$ cat config.mk
export PLATFORM = sky130hd
export DESIGN_NAME = booth_decoder
export DESIGN_NICKNAME = d
export VERILOG_FILES = /design/src/rtl/booth_decoder.sv
export SDC_FILE = /design/constraint.sdc
export NUM_CORES = 1
export LEC_CHECK = 0
export CORE_MARGIN = 1
export CORE_UTILIZATION = 55
export DETAILED_ROUTE_END_ITERATION = 6
export PLACE_DENSITY = 0.93
export SYNTH_ARGS = -nofsm -noshare
export SYNTH_HDL_FRONTEND = slang
export SYNTH_SLANG_ARGS = --single-unit
$ cat constraint.sdc
create_clock -name clk -period 7.6 [get_ports clk]
set_input_delay 0.76 -clock clk [delete_from_list [all_inputs] [get_ports clk]]
set_output_delay 0.76 -clock clk [all_outputs]
set_load 0.05 [all_outputs]
$ cat src/rtl/booth_decoder.sv
// Radix-4 Booth partial-product selector with a registered output and a valid strobe.
// Define BOOTH_INV_ONLY_EN to emit only ~M / ~2M on negative picks; downstream adds the +1.
module booth_decoder #(
  parameter int IN_W  = 23,
  parameter int OUT_W = IN_W + 3
) (
  input  logic             clk,
  input  logic             rst_n,
  input  logic             in_valid,
  input  logic [IN_W-1:0]  in,
  input  logic [2:0]       code,
  output logic             out_valid,
  output logic [OUT_W-1:0] out,
  output logic             neg
);

  localparam logic [OUT_W-1:0] ONE = {{(OUT_W-1){1'b0}}, 1'b1};

  // Negation of the selected magnitude. The inverse-only build leaves the +1 to the adder tree.
  function automatic logic [OUT_W-1:0] negate(input logic [OUT_W-1:0] v);
`ifdef BOOTH_INV_ONLY_EN
    negate = ~v;
`else
    negate = ~v + ONE;
`endif
  endfunction

  logic [OUT_W-1:0] m_ext;
  logic [OUT_W-1:0] m_dbl;
  logic [OUT_W-1:0] sel_mag;
  logic             sel_neg;
  logic [OUT_W-1:0] pp;

  // Booth group decode into a magnitude choice and sign.
  always_comb begin
    m_ext   = {{(OUT_W-IN_W){1'b0}}, in};
    m_dbl   = {m_ext[OUT_W-2:0], 1'b0};
    sel_mag = {OUT_W{1'b0}};
    sel_neg = 1'b0;
    case (code)
      3'b000: begin sel_mag = {OUT_W{1'b0}}; sel_neg = 1'b0; end
      3'b001: begin sel_mag = m_ext;         sel_neg = 1'b0; end
      3'b010: begin sel_mag = m_ext;         sel_neg = 1'b0; end
      3'b011: begin sel_mag = m_dbl;         sel_neg = 1'b0; end
      3'b100: begin sel_mag = m_dbl;         sel_neg = 1'b1; end
      3'b101: begin sel_mag = m_ext;         sel_neg = 1'b1; end
      3'b110: begin sel_mag = m_ext;         sel_neg = 1'b1; end
      3'b111: begin sel_mag = {OUT_W{1'b0}}; sel_neg = 1'b0; end
      default: begin sel_mag = {OUT_W{1'b0}}; sel_neg = 1'b0; end
    endcase
    if (sel_neg) begin
      pp = negate(sel_mag);
    end else begin
      pp = sel_mag;
    end
  end

  // Output register; out/neg hold while no input is accepted.
  always_ff @(posedge clk) begin
    if (!rst_n) begin
      out_valid <= 1'b0;
      out       <= {OUT_W{1'b0}};
      neg       <= 1'b0;
    end else begin
      out_valid <= in_valid;
      if (in_valid) begin
        out <= pp;
        neg <= sel_neg;
      end
    end
  end

endmodule

### Yosys cells after proc, flatten, opt, wreduce, memory -nomap -nowiden

Cells that the tools add are included.

* bits in registers: 28
* bits of input ports: 29

* add/sub/neg operators: 1
* equality and inequality tests: 7
* multiplexer cells: 3
* bitwise gates (word level): 1
* reduce and logical (&&, ||, !) cells: 6

Operators by type and width (number)
* $pmux 26 s3: 1
* $add 26x1->26 const B: 1
* $mux 26: 1
* $not 26->26: 1
* $eq 3x3->1 const B: 4
* $eq 3x2->1 const B: 2
* $reduce_or 5->1: 1
* $reduce_or 2->1: 2
* $reduce_or 4->1: 1
* $eq 3x1->1 const B: 1
* $logic_not 3->1: 1
* $reduce_or 3->1: 1
* $pmux 1 s2: 1

### Longest topological paths before layout

Gate-level depths: netlist of run 1.

* depth in word-level cells: 6
* depth in mapped cells: 13

### Worst setup path before layout of run 1

Ideal clock, no wire load.

* path type: input to register
* from: in code[1]
* to: reg out[8]
* setup time: 74 ps
* arrival time: 3073 ps
* data required time: 7526 ps
* setup slack: 4453 ps
* stages: 12
* buffers on the path: 4
* path through: buf_4 > clkbuf_1 > buf_2 > buf_1 > xor2_1 > nand2_1 > ha_1 > inv_1 > nor3_1 > a21oi_1 > or4_1 > a31oi_1

* cells in the longest elaborated chain, start to end: 6
* elaborated cells on any way between the ends: 18
* those cells by class: 1 x add/sub; 7 x eq/ne; 3 x mux; 1 x bitwise; 6 x reduce/logical

Ends and longest elaborated chain
* start: declaration: RTL line 11 `input logic [2:0] code,`
* $eq 3x3->1 (tied with other cells): RTL line 40 `case (code)`
* $reduce_or 4->1 (no line) / $reduce_or 2->1 (equally long branches)
* $pmux 26 s3: RTL line 40
* $not 26->26: RTL line 24 `negate = ~v + ONE;`
* $add 26x1->26: RTL line 24
* $mux 26 (*): RTL line 51 `if (sel_neg) begin`
* end signal: assignment: RTL line 62 `out <= {OUT_W{1'b0}};`
* end signal: assignment: RTL line 67 `out <= pp;`
* end: declaration: RTL line 13 `output logic [OUT_W-1:0] out,`

Mark *: on every way between the ends. The rest lies on a longest branch, timed or not. The select of a mux whose other input is x is not followed.
A chain may end at the register's enable or synchronous reset.

### Worst setup path in the final report of run 1

* from: in code[0]
* to: reg out[16]

Same word-level chain as after synthesis.

==> results of run 1 <==
==> cells in the mapped netlist, drive strengths merged, types with 12 or more instances <==
master	number
a221oi	20
nor2b	12
dfxtp	28
a21oi	19
clkbuf	17
inv	12
nor2	29
o21ai	19
buf	20
nand3	12
nand2	37
==> stage by stage <==
step | instance area, µm² | utilization, %
after floorplan | 2890 | -
after global placement | 3370 | 66.4
after detailed placement | 3370 | 66.4
after CTS | 3430 | 67.5
after global routing | 3430 | 67.5
final | 3430 | 67.5
==> registers in the layout, indices dropped and copies added (netlist names) <==
name	count
out	26
neg	1
out_valid	1
==> layout by cell type, fill, tap and decap left out, drive strengths merged, types with 3 or more instances in the layout <==
master          n
nand4           4
a32oi           6
nand3b          6
a21oi          19
nor2           29
xnor2           9
dfxtp          28
o211ai          6
mux2            3
a221o           9
nor3           11
a2111oi         3
o31ai           4
buf             6
xor2            5
nor2b          12
o22ai           5
clkbuf          4
and2            4
clkdlybuf4s50  55
o21ai          19
inv            12
a31oi           8
a21o            3
a221oi         20
nor4            4
nand2b          4
nand2          37
or2             3
nand3          12
a211oi         11
a22oi           3
mux2i          10
==> where the power goes <==
group	leakage (µW)	switching, µW	internal [µW]
clock	0.0000288	50.7	46.5
sequential	0.000232	6.69	159
combinational	0.000957	148	85.7
total	0.00122	206	291
==> tightest hold or removal path, delay by kind of cell, from the launching register on <==
kind            cells  cell delay [ns]
flops               1             0.32
simple gates        1             0.06
compound gates      1             0.05
==> final timing paths <==
kind,endpoint
worst min register to register,neg
worst max-delay path,out[16]
worst min-delay path,neg
worst max register to register,out[18]
==> layer usage <==
layer	track usage, %	routed length (µm)
met1	42.4	3650
met2	52.5	4120
met3	3.12	819
met4	10.7	173
met5	0	0
==> logic make-up after synthesis <==
kind of cell / count (synthesis)
AO/OA/AOI/OAI: 139
AND/OR/NAND/NOR: 138
buffers and inverters: 49
flip-flops: 28
XOR/XNOR: 14
multiplexers: 13
adder cells (fa/ha/maj): 1
==> final cells by class <==
cell class / instances / area share (%)
clock buffer: 4 / 1.61
inverter: 12 / 1.31
sequential: 28 / 16.4
multi-input combinational: 305 / 60.8
timing repair buffer: 61 / 17.3
tap: 70 / 2.56
==> flow_summary.json, run 1 <==
{
  "ys_types": 73,
  "htree_levels": 1,
  "cts_tree": "yes",
  "p_leak_uw": 0.00122,
  "viasPerCell": 6.86,
  "power.density_nw_per_um2": 145,
  "crit_path_max_incr_delay_ns": 0.73,
  "io_buffers": 56,
  "r2r_cells": 3,
  "finalHoldViolCount": 0,
  "die_w_um": 74.5,
  "critical_path_required_ns": 7.80,
  "dp_hpwl_mm": 6.16,
  "clk_path_buf_depth": 2,
  "grt_pass1_vias": 2722,
  "ios": 57,
  "setup_viol": 0,
  "die_y_um": 74.5,
  "synth_xor_area_share_pct": 4.25,
  "async_flop_share_pct": 0,
  "fin_crit_sh_pct": 52.6,
  "post_cts_resized": 0,
  "holdWs_ns": 0.470,
  "num_antenna_cells": 0,
  "avgSynthCellArea_um2": 7.56,
  "clkLatencyLatePin_ns": 0.28,
  "fmaxAchievable_mhz": 250,
  "p_total_uw": 497,
  "cp_cell_sequence": "buf_2 -> inv_1 -> a221o_1 -> nand2_1 -> ha_1 -> inv_1 -> a211oi_1 -> a41oi_2 -> o21a_1 -> o32ai_1",
  "reg2reg_slack_ns": 6.50,
  "hold_depth": 2,
  "rsz0062_at_grt": "no",
  "cts_setup_buffers": 0,
  "cp.depth": 10,
  "cts_buffers": 3,
  "synth_top_family_by_area": "compound AO/OA/AOI/OAI gates",
  "start_util_pct": 56.9,
  "drive_above_1_share_pct": 6.34,
  "finClkSkew_ns": 0,
  "yosysSeqAreaShare_pct": 19.4,
  "wl_mm": 8.76,
  "setup_slack_ns": 3.60,
  "ir_drop_uv": 99.9,
  "clkTransAtPathRegs_ns": 0.10,
  "cp.buffers_inverters": 3,
  "status": "completed",
  "fp.coreArea_um2": 5070,
  "synth_compound_area_share_pct": 37.5,
  "synth_fa_ha_area_share_pct": 0.433,
  "seq_area_um2": 561,
  "ant_nets": 0,
  "drt_first_iter_violations": 338,
  "holdBufCountCts": 0,
  "muxShareOfSynthArea_pct": 4.77,
  "ys_warn_count": 0,
  "clockRootBuffer": "clkbuf_8",
  "multi_input_area_um2": 2080,
  "worstPathArrival_ns": 4.19,
  "hold_start": "neg",
  "synth_seq_cells": 28,
  "ys.flop_type": "dfxtp_1",
  "hp-class": "reg2reg",
  "die_area_um2": 5540,
  "syn_inst": 382,
  "clock_sinks": 28,
  "grt_first_pass_wirelength_mm": 13.6,
  "remaining_drc_errors": 0,
  "critical_path.slowest_cell": "buf_2",
  "ys_top_cells_by_area": "dfxtp_1 (19%), a221oi_1 (5.8%), nand2_1 (4.8%), nor2_1 (3.6%), mux2i_1 (3.5%)",
  "synth_top_area_share_pct": 19.4,
  "cp_top_family": "compound AO/OA/AOI/OAI gates",
  "crit_type": "in2reg",
  "dr.pass1.iters": 7,
  "antenna_found_initial": 0,
  "vias": 3293,
  "crit_path_start": "code[0]",
  "endpoint_kind": "flop",
  "slew_headroom_pct": 35.2,
  "finalCriticalPeriod_ns": 4.00,
  "netlist_area_um2": 2890,
  "areaGrowthSynthToFinish_pct": 18.6,
  "worstPathMaxFanout": 55,
  "syn_nets": 412,
  "pre_cts_ws_ns": 3.46,
  "grt.overflow.total": 0,
  "rows": 26,
  "tns_ns": 0,
  "critPathMostFrequentCell": "inv_1",
  "grt_use_total_pct": 31.5,
  "grt_max_degree": 56,
  "synth_edf_count": 0,
  "drv_cap": 0,
  "dp_cells": 476,
  "tightest_slew_ns": 0.972,
  "yosysTopAreaCell": "dfxtp_1",
  "r2r-start": "out[18]",
  "finalNetCount": 441,
  "fin_cells": 480,
  "yosys.area_share.simple_pct": 25.2,
  "drv_slew": 0,
  "wl_per_cell_um": 18.3,
  "n_fill_cell": 455,
  "worstSetupStartpointType": "input port",
  "place.gp.congestion": 0.916
}
(Power assumes the default switching activity.)
==> inputs of run 2 (changes only) <==
Settings changed: CORE_UTILIZATION 55 to 48, PLACE_DENSITY 0.93 to 0.87.
Clock period 7.6 ns to 3.25 ns, I/O delays scaled along.
==> flow_summary.json, run 2 (synthesized netlist as in run 1, its figures left out) <==
{
  "place.gp.congestion": 0.931,
  "dp_hpwl_mm": 6.90,
  "fp.coreArea_um2": 5640,
  "rows": 27,
  "grt_use_total_pct": 30.1,
  "wl_met1_mm": 3.93,
  "critical_path_required_ns": 3.47,
  "drive_above_1_share_pct": 9.22,
  "drv_cap": 0,
  "finalHoldViolCount": 0,
  "finalNetCount": 454,
  "worstSetupStartpointType": "input port",
  "areaGrowthSynthToFinish_pct": 22.5,
  "die_w_um": 79.6,
  "setup_viol": 0,
  "clock_sinks": 28,
  "mostFrequentLayoutCells": "clkdlybuf4s50_1 (55), nand2_1 (37), nor2_1 (28), dfxtp_1 (28)",
  "grt_pass1_vias": 2987,
  "clk_path_buf_depth": 2,
  "finClkSkew_ns": 0,
  "final_common_cell": "clkdlybuf4s50_1",
  "crit_type": "in2reg",
  "ios": 57,
  "multi_input_area_um2": 2080,
  "endpoint_kind": "flop",
  "cp_cell_sequence": "buf_2 -> buf_4 -> nand2b_1 -> nand3_1 -> a311oi_4 -> nand4_4 -> or4_1 -> nand3_1",
  "met2_length_mm": 4.47,
  "power.density_nw_per_um2": 333,
  "remaining_drc_errors": 0,
  "r2r_cells": 3,
  "status": "completed",
  "top_register": "out",
  "post-route-util_pct": 62.7,
  "clkLatencyLatePin_ns": 0.28,
  "holdBufCountCts": 0,
  "cts_tree": "yes",
  "num_antenna_cells": 0,
  "grt_max_degree": 41,
  "slew_headroom_pct": 56.3,
  "antenna_found_initial": 0,
  "fin_crit_sh_pct": 83.1,
  "crit_path_max_incr_delay_ns": 0.56,
  "vias": 3321,
  "critical_path.slowest_cell": "a311oi_4",
  "drt_first_iter_violations": 387,
  "largest_reg_flops": 26,
  "tns_ns": 0,
  "wl_mm": 9.48,
  "critPathMostFrequentCell": "nand3_1",
  "p_leak_uw": 0.00129,
  "viasPerCell": 6.71,
  "clkTransAtPathRegs_ns": 0.10,
  "worstPathArrival_ns": 2.92,
  "worstPathMaxFanout": 37,
  "hp-class": "reg2reg",
  "grt_first_pass_wirelength_mm": 14.9,
  "ant_nets": 0,
  "post_cts_resized": 0,
  "die_y_um": 79.6,
  "die_area_um2": 6330,
  "hold_depth": 2,
  "finalCriticalPeriod_ns": 2.70,
  "grt.overflow.total": 0,
  "cts_setup_buffers": 0,
  "htree_levels": 1,
  "n_fill_cell": 513,
  "drv_slew": 0,
  "ir_drop_uv": 209,
  "tightest_slew_ns": 0.650,
  "dr.pass1.iters": 7,
  "top_layer": "met4",
  "rsz0062_at_grt": "no",
  "start_util_pct": 51.2,
  "clockRootBuffer": "clkbuf_8",
  "wl_per_cell_um": 19.1,
  "cts_buffers": 3,
  "route.met3.wl_um": 718,
  "holdWs_ns": 0.482,
  "seq_area_um2": 561,
  "fmaxAchievable_mhz": 370,
  "io_buffers": 56,
  "largestRegisters": "out (26), neg (1), out_valid (1)"
}
[run 2: cell type report]
class,count,area share (%)
well taps,72,2.55
multi-input cells,305,58.9
inverters,12,1.27
repair buffers,74,19.9
clock buffers,4,1.56
flip-flops and latches,28,15.8
[run 2: final timing paths]
path | slack, ns | start | to
worst min-delay path | 0.48 | out[0] | out[0]
worst min register to register | 0.48 | out[0] | out[0]
worst max register to register | 2.17 | out[18] | out[18]
worst max-delay path | 0.55 | code[0] | out[23]
[run 2: metrics by stage]
stage | power (µW) | worst slack (ns) | std cells | instance area [µm²]
global route | 1230 | 0.281 | 495 | 3540
CTS | 1180 | 0.590 | 495 | 3540
detailed placement | 953 | 0.291 | 491 | 3480
floorplan | 773 | 0.538 | 382 | 2890
finish | 1180 | 0.550 | 495 | 3540
global placement | 946 | 0.404 | 491 | 3480
[run 2: where the power goes]
part           internal [µW]  switching [µW]  total, µW
Clock                    109             116        224
Combinational            213             354        567
Sequential               372            13.9        386
[run 2: metal layers]
layer | vias up | GRT usage [%]
met5 | - | 0
met4 | 0 | 10.2
met3 | 28 | 3.66
met2 | 179 | 52.0
met1 | 1558 | 38.2
li1 | 1556 | -
[run 2: critical path, delay by kind of cell]
kind	cells	cell delay (ns)
buffers and inverters	2	0.87
AO/OA/AOI/OAI	1	0.56
AND/OR/NAND/NOR	5	1.15
==> inputs of run 3 (changes only) <==
Settings changed: CORE_UTILIZATION 48 to 53, PLACE_DENSITY 0.87 to 0.91.
Clock period 3.25 ns to 2.5 ns, I/O delays scaled along.
==> flow_summary.json, run 3 (synthesized netlist as in run 1, its figures left out) <==
{
  "grt_use_total_pct": 38.7,
  "rows": 26,
  "clkTransAtPathRegs_ns": 0.10,
  "n_fill_cell": 327,
  "critical_path.slowest_cell": "clkdlybuf4s50_1",
  "num_antenna_cells": 0,
  "finalNetCount": 515,
  "fin_crit_sh_pct": 95.1,
  "clkLatencyLatePin_ns": 0.28,
  "ant_nets": 0,
  "worstPathMaxFanout": 6,
  "violations": "DRC",
  "worstPathArrival_ns": 2.57,
  "place.gp.congestion": 1.03,
  "grt_max_degree": 29,
  "cts_buffers": 3,
  "io_buffers": 56,
  "die_y_um": 75.8,
  "drv_cap": 0,
  "antenna_found_initial": 0,
  "areaGrowthSynthToFinish_pct": 40.4,
  "met1_usage_pct": 44.4,
  "reg2reg_to": "out[18]",
  "r2r-start": "out[18]",
  "vias": 3851,
  "finalHoldViolCount": 0,
  "dp_hpwl_mm": 7.78,
  "setup_viol": 0,
  "largestRegisters": "out (26), neg (1), out_valid (1)",
  "largest_reg_flops": 26,
  "p_leak_uw": 0.00161,
  "die_w_um": 75.8,
  "fp.coreArea_um2": 5170,
  "critPathMostFrequentCell": "nand2_1",
  "placed_area_um2": 3960,
  "status": "complete, but fails checks",
  "crit_path_start": "in[0]",
  "holdWs_ns": 0.491,
  "critical_path_required_ns": 2.69,
  "drt_first_iter_violations": 577,
  "final_common_cell": "buf_4",
  "rsz0062_at_grt": "no",
  "drive_above_1_share_pct": 21.7,
  "use_met3_pct": 9.39,
  "ios": 57,
  "cts_tree": "yes",
  "htree_levels": 1,
  "clockRootBuffer": "clkbuf_8",
  "crit_type": "in2reg",
  "pre_cts_ws_ns": -0.142,
  "finalCriticalPeriod_ns": 2.38,
  "wl_mm": 10.9,
  "dr.pass1.iters": 7,
  "fmaxAchievable_mhz": 421,
  "reg2reg_slack_ns": 1.39,
  "drv_slew": 0,
  "crit_path_max_incr_delay_ns": 0.51,
  "viasPerCell": 6.95,
  "grt_use_met2_pct": 65.3,
  "start_util_pct": 55.8,
  "hold_depth": 1,
  "setup_slack_ns": 0.124,
  "design_area_um2": 4050,
  "endpoint_kind": "flop",
  "r2r_cells": 3,
  "grt_first_pass_wirelength_mm": 16.8,
  "clk_path_buf_depth": 2,
  "holdBufCountCts": 0,
  "ir_drop_uv": 352,
  "finClkSkew_ns": 0,
  "worstSetupStartpointType": "input port",
  "grt_busiest_layer": "met2",
  "grt_pass1_vias": 3500,
  "power.density_nw_per_um2": 410,
  "die_area_um2": 5750,
  "hp-class": "reg2reg",
  "tightest_slew_ns": 0.805,
  "grt.overflow.total": 0,
  "slew_headroom_pct": 45.9,
  "mostFrequentLayoutCells": "buf_4 (76), clkdlybuf4s50_1 (53), nand2_1 (37), nor2_1 (28), dfxtp_1 (28)",
  "clock_sinks": 28,
  "worstSetupEndpoint": "out[22]",
  "p_total_uw": 1660,
  "top_register": "out",
  "remaining_drc_errors": 2,
  "wl_per_cell_um": 19.7,
  "post-route-util_pct": 78.4,
  "cp_cell_sequence": "clkdlybuf4s50_1 -> a221o_1 -> nand2_1 -> ha_2 -> inv_1 -> nor2_1 -> nand2_1 -> or2_1 -> o311ai_1"
}
-- run 3: per-layer routing --
metal	routed length [µm]	up-vias
li1	-	1673
met1	3890	1745
met2	5120	332
met3	1120	101
met4	775	0
met5	0	-
-- run 3: final cells by class --
type	instances	area, µm²	area share (%)
sequential	28	561	13.8
clock buffer	4	55.1	1.36
timing repair buffer	135	1190	29.4
inverter	12	45.0	1.11
tap	70	87.6	2.16
multi-input combinational	305	2110	52.2
-- run 3: how the worst min path moves through the flow --
| stage | startpoint | endpoint | slack (ns) |
|---|---|---|---|
| 5_1_grt | out[3] | out[3] | 0.51 |
| 3_3_place_gp | out[0] | out[0] | 0.46 |
| 4_1_cts | out[3] | out[3] | 0.50 |
| 6_report | out[3] | out[3] | 0.49 |
| 2_1_floorplan | in[0] | out[0] | 0.41 |
| 3_5_place_dp | out[3] | out[3] | 0.48 |
-- run 3: timing repair --
action                     in CTS  in global routing
resized for setup               0                  6
setup endpoints to repair       0                  5
buffers inserted                0                  1
-- run 3: where the power goes --
group | switching (µW) | internal (µW) | total, µW
Clock | 146 | 141 | 288
Sequential | 21.6 | 484 | 505
Combinational | 509 | 358 | 867
-- run 3: worst max-delay path, delay by kind of cell --
kind / cells / cell delay (ns)
compound gates: 2 / 0.65
buf+inv: 2 / 0.61
simple gates: 4 / 0.85
fa+ha+maj: 1 / 0.20
-- run 3: through the flow --
| step | std cells | setup TNS [ns] |
|---|---|---|
| after floorplan | 382 | 0 |
| after global placement | 549 | -0.0947 |
| after detailed placement | 549 | -1.13 |
| after CTS | 553 | 0 |
| after global routing | 554 | 0 |
| final | 554 | 0 |
